## src/rtl/proximo_pc_if.sv

```systemverilog
// Control-flow bus between decode, the next-address stage and the program counter.
// valido qualifies op/imediato/cond for exactly one cycle; there is no ready: the stage accepts every valid op.
interface proximo_pc_if;
  logic [7:0] atualSinal;
  logic       valido;
  logic [2:0] op;
  logic [7:0] imediato;
  logic       cond;
  logic [7:0] proxSinal;
  logic       pilha_vazia;
  logic       pilha_cheia;
  logic [3:0] profundidade;
  logic       erro;

  modport master (
    output atualSinal, valido, op, imediato, cond,
    input  proxSinal, pilha_vazia, pilha_cheia, profundidade, erro
  );

  modport slave (
    input  atualSinal, valido, op, imediato, cond,
    output proxSinal, pilha_vazia, pilha_cheia, profundidade, erro
  );
endinterface

```

## src/rtl/proximo_pc.sv

```systemverilog
// Next-address stage for the nRisk-8bits fetch path: increment, branches, jumps and
// call/return through a small return-address stack with a sticky fault flag.
module proximo_pc #(
  parameter int PROFUNDIDADE = 4
) (
  input logic        clock,
  input logic        reset,
  proximo_pc_if.slave bus
);

  localparam int IW = (PROFUNDIDADE > 1) ? $clog2(PROFUNDIDADE) : 1;

  typedef enum logic [2:0] {
    OP_SEQ         = 3'b000,
    OP_DESVIO      = 3'b001,
    OP_SALTO       = 3'b010,
    OP_CHAMADA     = 3'b011,
    OP_RETORNO     = 3'b100,
    OP_DESVIO_COND = 3'b101
  } op_t;

  logic [7:0]    pilha [PROFUNDIDADE];
  logic [3:0]    cnt;
  logic          erro_q;
  logic          vazia;
  logic          cheia;
  logic [IW-1:0] top_idx;
  logic [7:0]    topo;
  logic [7:0]    inc;
  logic [7:0]    rel;
  logic [7:0]    prox;
  logic          push;
  logic          pop;
  logic          fault;

  assign vazia   = (cnt == 4'd0);
  assign cheia   = (cnt == 4'(PROFUNDIDADE));
  assign top_idx = IW'(cnt - 4'd1);
  assign topo    = pilha[top_idx];

  always_comb begin
    inc   = bus.atualSinal + 8'd1;
    // Sign extension to 8 bits is the identity, so a plain modulo-256 add is the relative branch.
    rel   = bus.atualSinal + bus.imediato;
    prox  = bus.atualSinal;
    push  = 1'b0;
    pop   = 1'b0;
    fault = 1'b0;
    if (reset) begin
      prox = 8'h00;
    end else if (bus.valido) begin
      case (op_t'(bus.op))
        OP_DESVIO:      prox = rel;
        OP_SALTO:       prox = bus.imediato;
        OP_DESVIO_COND: prox = bus.cond ? rel : inc;
        OP_CHAMADA: begin
          if (cheia) begin
            prox  = inc;
            fault = 1'b1;
          end else begin
            prox = bus.imediato;
            push = 1'b1;
          end
        end
        OP_RETORNO: begin
          if (vazia) begin
            prox  = inc;
            fault = 1'b1;
          end else begin
            prox = topo;
            pop  = 1'b1;
          end
        end
        default:        prox = inc;
      endcase
    end
  end

  always_ff @(posedge clock) begin
    if (reset) begin
      cnt    <= 4'd0;
      erro_q <= 1'b0;
      for (int i = 0; i < PROFUNDIDADE; i++) pilha[i] <= 8'h00;
    end else begin
      if (push) begin
        pilha[cnt[IW-1:0]] <= inc;
        cnt                <= cnt + 4'd1;
      end else if (pop) begin
        cnt <= cnt - 4'd1;
      end
      if (fault) erro_q <= 1'b1;
    end
  end

  assign bus.proxSinal    = prox;
  assign bus.pilha_vazia  = vazia;
  assign bus.pilha_cheia  = cheia;
  assign bus.profundidade = cnt;
  assign bus.erro         = erro_q;

endmodule

```

## src/flat_wrapper.sv

```systemverilog
// flat-port wrapper written by rule: the top's interface ports become plain ports
module proximo_pc_flat 
#(
  parameter int PROFUNDIDADE = 4
)
  (clock, reset, bus_atualSinal, bus_valido, bus_op, bus_imediato, bus_cond, bus_proxSinal, bus_pilha_vazia, bus_pilha_cheia, bus_profundidade, bus_erro);
  proximo_pc_if bus_i ();
  input logic clock;
  input logic reset;
  input wire logic [$bits(bus_i.atualSinal)-1:0] bus_atualSinal;
  input wire logic [$bits(bus_i.valido)-1:0] bus_valido;
  input wire logic [$bits(bus_i.op)-1:0] bus_op;
  input wire logic [$bits(bus_i.imediato)-1:0] bus_imediato;
  input wire logic [$bits(bus_i.cond)-1:0] bus_cond;
  output wire logic [$bits(bus_i.proxSinal)-1:0] bus_proxSinal;
  output wire logic [$bits(bus_i.pilha_vazia)-1:0] bus_pilha_vazia;
  output wire logic [$bits(bus_i.pilha_cheia)-1:0] bus_pilha_cheia;
  output wire logic [$bits(bus_i.profundidade)-1:0] bus_profundidade;
  output wire logic [$bits(bus_i.erro)-1:0] bus_erro;
  assign bus_i.atualSinal = bus_atualSinal;
  assign bus_i.valido = bus_valido;
  assign bus_i.op = bus_op;
  assign bus_i.imediato = bus_imediato;
  assign bus_i.cond = bus_cond;
  assign bus_proxSinal = bus_i.proxSinal;
  assign bus_pilha_vazia = bus_i.pilha_vazia;
  assign bus_pilha_cheia = bus_i.pilha_cheia;
  assign bus_profundidade = bus_i.profundidade;
  assign bus_erro = bus_i.erro;
  proximo_pc #(.PROFUNDIDADE(PROFUNDIDADE)) u_core (.clock(clock), .reset(reset), .bus(bus_i));
endmodule
```

## config.mk

```make
export PLATFORM = sky130hd
export DESIGN_NAME = proximo_pc_flat
export DESIGN_NICKNAME = d
export VERILOG_FILES = /design/src/rtl/proximo_pc_if.sv /design/src/rtl/proximo_pc.sv /design/src/flat_wrapper.sv
export SDC_FILE = /design/constraint.sdc
export NUM_CORES = 1
export LEC_CHECK = 0
export ABC_AREA = 1
export BUFFER_PORTS_ARGS = -buffer_cell sky130_fd_sc_hd__buf_2
export CORE_MARGIN = 2
export CORE_UTILIZATION = 35
export DETAILED_ROUTE_END_ITERATION = 10
export GPL_TIMING_DRIVEN = 1
export PLACE_DENSITY_LB_ADDON = 0.3
export RECOVER_POWER = 50
export SLEW_MARGIN = 15
export SYNTH_ARGS = -nofsm -noshare
export SYNTH_HDL_FRONTEND = slang
export SYNTH_SLANG_ARGS = --single-unit
```

## constraint.sdc

```tcl
create_clock -name clock -period 2.7 [get_ports clock]
set_clock_uncertainty 0.1 [all_clocks]
set_input_delay 0.54 -clock clock [delete_from_list [all_inputs] [get_ports clock]]
set_output_delay 0.54 -clock clock [all_outputs]
set_load 0.02 [all_outputs]
```

After elaboration in Yosys (flattened, before gate mapping)
Memory sizes are Yosys's and may differ from the RTL's.
Index checks and enable logic that the tools add are counted.
Storage, ports and cells
  register bits after elaboration: 5
  memory bits (writable): 32
  input port bits: 23
  output and inout bits: 15
  word-level logic and storage cells: 45
  memories: 1
Cells by class
  $add $sub $neg: 4
  equal/unequal tests: 6
  muxes and demuxes: 29
  reduce and logical (&&, ||, !) cells: 3
Memories
  u_core.pilha: depth 4, width 8, read ports 1, clocked after Yosys merged registers in 0, wr ports 4, RTL line proximo_pc.sv:22  | logic [7:0] pilha [PROFUNDIDADE];
Operator list (count)
  8-bit two-way mux: 6
  8-bit case mux with 5 select lines: 1
  1-bit two-way mux: 18
  8-bit by 1-bit adder with 8-bit output (second input constant): 1
  8-bit adder: 1
  4-bit two-way mux: 2
  8-bit OR reduction: 1
  3-bit by 2-bit equality test with 1-bit output (second input constant): 2
  3-bit equality test (second input constant): 2
  4-bit by 1-bit adder with 4-bit output (second input constant): 1
  4-bit by 3-bit equality test with 1-bit output (second input constant): 1
  4-bit logical NOT: 1
  4-bit by 1-bit subtractor with 4-bit output (second input constant): 1
  3-bit by 1-bit equality test with 1-bit output (second input constant): 1
  2-bit two-way mux: 1
  1-bit case mux with 2 select lines: 1
  2-bit nonzero test: 1

Longest topological paths before layout
  depth in word-level cells: 10
  depth in mapped cells: 15
  depth with buffers taken out: 13

Worst setup path before layout
Ideal clock, no wire load.
  path type: register -> output
  start: register u_core.cnt[0], in the netlist u_core.bus.profundidade[0]
  end: output port bus_proxSinal[5]
  arrival: 2.386 ns
  required time: 2.060 ns
  path slack: -0.326 ns
  cell stages (with the launch flop): 13
  buffers on the path: 2
  cells stage by stage: dfxtp_1 inv_1 buf_2 buf_2 ha_1 nand2_1 nor2_1 nand2_1 nand3_1 nand3_1 nand3_1 nand2_1 a21oi_1
Between the ends
  elaborated cells on any way between the ends: 9
  those cells by class: add/sub (1); eq/ne (1); mux (5); reduce/logical (1); memory (1)
RTL lines
  from (decl): RTL line proximo_pc.sv:23  | logic [3:0] cnt;
  from (signal assigned): RTL line proximo_pc.sv:87  | cnt <= cnt + 4'd1;
  from (signal assigned): RTL line proximo_pc.sv:89  | cnt <= cnt - 4'd1;
  4-bit by 3-bit equality test with 1-bit output: RTL line proximo_pc.sv:37  | assign cheia = (cnt == 4'(PROFUNDIDADE));
  net bus_pilha_cheia: RTL line flat_wrapper.sv:17  | output wire logic [$bits(bus_i.pilha_cheia)-1:0] bus_pilha_cheia;
  8-bit two-way mux: RTL line proximo_pc.sv:57  | if (cheia) begin
  8-bit case mux with 5 select lines: RTL line proximo_pc.sv:52  | case (op_t'(bus.op))
  8-bit two-way mux: RTL line proximo_pc.sv:51  | end else if (bus.valido) begin
  8-bit two-way mux: RTL line proximo_pc.sv:49  | if (reset) begin
  to (decl): RTL line flat_wrapper.sv:15  | output wire logic [$bits(bus_i.proxSinal)-1:0] bus_proxSinal;
The timed path passes the listed nets, and every way through them passes these cells.

Final worst setup path
  start: input port bus_atualSinal[3]
  end: output port bus_proxSinal[6]
Between the ends
  cells in the longest elaborated chain, start to end: 5
  elaborated cells on any way between the ends: 8
  those cells by class: add/sub (2); mux (6)
Ends and longest elaborated chain
  from (decl): RTL line flat_wrapper.sv:10  | input wire logic [$bits(bus_i.atualSinal)-1:0] bus_atualSinal;
  8-bit by 1-bit adder with 8-bit output / 8-bit adder (equally long branches): RTL line proximo_pc.sv:42, proximo_pc.sv:44
  8-bit two-way mux (on tied branches): RTL line proximo_pc.sv:66, proximo_pc.sv:55, proximo_pc.sv:57
  8-bit case mux with 5 select lines (*): RTL line proximo_pc.sv:52
  8-bit two-way mux (*): RTL line proximo_pc.sv:51
  8-bit two-way mux (*): RTL line proximo_pc.sv:49
Mark *: on every way between the ends. The rest lies on a longest branch, timed or not.

==> qor.txt <==
CP endpoint kind: output pin
Post-synth ARST share: 0%
Drt initial violations: 181
Cell with the most instances after synthesis: nand2_1
Worst Setup SP: bus_atualSinal[3]
Vias/cell: 4.919
Worst EP required: 2.06 ns
Fill count: 755
Fin. Hold Viols: 0
R2R depth: 9
WL/cell: 14.54 µm
Cell area after synthesis: 2666 µm²
Min cycle time layout: 2.634 ns
Worst min path class: reg -> reg
Port bufs: 37
Clk Latency, worst-skew pair: 0.29 ns
ANT nets after route: 0
First-pass GRT wire length: 12.22 mm
Total power: 0.001439 W
DRC errors left: 0
Post-synth top area cell: edfxtp_1
DRT Pass-1 Iters: 4
Startpoint types: input port
Power Density: 437.7 nW/µm²
Worst Setup EP: bus_proxSinal[6]
RePlAce Congestion: 0.8896
Clock sinks: 37
Fin Hold WS: 0.3949 ns
Mapped Cells: 366
Height of the die: 91.28 µm
Top cells by count, synth: 94 x nand2_1, 67 x nor2_1, 35 x inv_1
Ys flop type: edfxtp_1
Category of the most critical setup path: in -> out
# diodes: 0
Top cell type's share of synthesized area: 36.04%
Root buf cell: clkbuf_8
Pin count of the biggest net entering global routing: 22
Rel. slew slack: 65.18%
Syn_nets: 400
Total leakage power: 1.518 nW
Netlist cell types: 37
R2R Setup Slk: 0.29 ns
H-tree lvl count: 2
Number of global-route vias before repair: 2500
RSZ-0062 raised after global routing: yes
HPWL Detailed: 5.638 mm
Layout area overhead: 23.28%
FF+latch area: 1064 µm²
Clock buffer depth: 2
Fraction of layout instances using a drive strength above 1: 23.02%
I/O pins: 38
Register area share after synthesis: 39.79%
Tot GR Track Use: 18.68%
Setup violators final: 0
EDFF count, synth: 32
Fmax: 379.7 MHz
Synth Register Bits: 37
Nets: 450
Status: completed
Final worst path period share: 97.55%
Largest cells by area after synthesis: edfxtp_1 36%, nand2_1 13%, nor2_1 9.4%, nand3_1 6.2%, inv_1 4.9%
Final Slew Violations: 0
Initial Utilization: 36.37%
GRT Residual Overflow: 0
Yosys warns: 0
Syn avg cell area: 7.285 µm²
Number of buffers created by CTS: 5
Initial antenna violation count: 0
Area taken by multi-input logic gates: 1511 µm²
Horizontal die dimension: 91.28 µm
Detailed-route via count: 2538
Rows: 31
CTS clk-pin slew, worst paths: 0.07 ns
Reg-to-Reg End: u_core.pilha[2][5]
R2r startpoint: u_core.bus.profundidade[1]
Core Box Area: 7331 µm²
Max Cap Viol: 0
Maximum VDD drop: 0.0002872 V
Die area: 8332 µm²
Critical path peak fanout: 6
Crit path DAT: 1.99 ns
Post-Route WL: 7.504 mm
TritonCTS clock tree: yes
Worst-margin pin slew: 0.5217 ns
[cells in the final DEF, fill, tap and decap left out, types with 5 or more instances in the layout]
cell,count
nor2_2,5
nand2_2,5
nand4_1,6
o21ai_0,16
inv_1,34
clkbuf_8,5
nor2_1,62
clkbuf_1,5
buf_2,28
ha_1,5
buf_4,17
nand3_1,31
nand2_1,92
a21oi_1,18
edfxtp_1,32
[how the worst min path moves through the flow]
| stage | startpoint | end | slack (ns) | depth (start not counted) |
|---|---|---|---|---|
| 3_3_place_gp | u_core.bus.erro | u_core.bus.erro | 0.38 | 2 |
| 2_1_floorplan | u_core.bus.erro | u_core.bus.erro | 0.47 | 2 |
| 3_5_place_dp | u_core.bus.erro | u_core.bus.erro | 0.37 | 2 |
| 6_report | u_core.bus.erro | u_core.bus.erro | 0.39 | 2 |
| 4_1_cts | u_core.bus.erro | u_core.bus.erro | 0.39 | 2 |
| 5_1_grt | u_core.bus.erro | u_core.bus.erro | 0.47 | 2 |
[kinds of logic (layout without fill, tap and decap cells)]
group | Yosys count | count (layout) | synth area share, %
buf+inv | 49 | 100 | 7.603
compound gates | 46 | 46 | 9.198
xor+xnor | 5 | 5 | 1.643
simple gates | 218 | 218 | 36.32
fa+ha+maj | 11 | 11 | 5.443
flops | 37 | 37 | 39.79
[power breakdown]
part	total (W)	leakage, nW	switching, W	internal (W)
Combinational	0.000327	1.09	0.000203	0.000124
Sequential	0.000645	0.373	0.00000594	0.000639
Clock	0.000467	0.0528	0.000194	0.000273
[layout make-up]
class | instances | area share, %
sequential | 37 | 32.36
clock buffer | 6 | 2.208
tap | 99 | 3.769
multi-input combinational | 280 | 45.98
clock inverter | 2 | 1.028
timing repair buffer | 53 | 9.973
inverter | 39 | 4.682
[critical path, stage by stage]
cell and delay, ns:
buf_2 0.11, ha_2 0.38, a21oi_1 0.11, or2_2 0.30, nand3_1 0.07, nand2_1 0.05
nand3_1 0.06, nand2_1 0.06, nor2_1 0.11, nor2_2 0.04, buf_4 0.16
[flip-flops by register name, indices dropped and copies added (netlist names)]
register                 flops
u_core.pilha                32
u_core.bus.profundidade      4
u_core.bus.erro              1
[metrics by stage]
step	util (%)	instance area, µm²	worst slack (ns)	instances	setup TNS (ns)
after floorplan	-	2701	0.01471	366	0
after global placement	41.83	3067	0.03945	507	0
after detailed placement	41.83	3067	0.02394	507	0
after CTS	43.51	3189	0.001251	515	0
after global routing	44.84	3287	-0.03176	516	-0.05010
final	44.84	3287	0.06624	516	0
[routing by layer]
metal / GRT usage (%) / share of wire [%] / vias to the layer above
li1: - / - / 1308
met3: 2.407 / 3.6 / 10
met1: 25.92 / 47 / 1166
met5: 0 / 0 / -
met4: 5.934 / 1.6 / 0
met2: 30.31 / 48 / 54
[repair_timing]
action                     4_1_cts  5_1_grt
gates resized for setup          2       29
setup endpoints to repair        8        8
setup buffers                    0        1
pin swaps                        0        9
hold buffers                     0        0
Power figures use the tool's default switching activity.
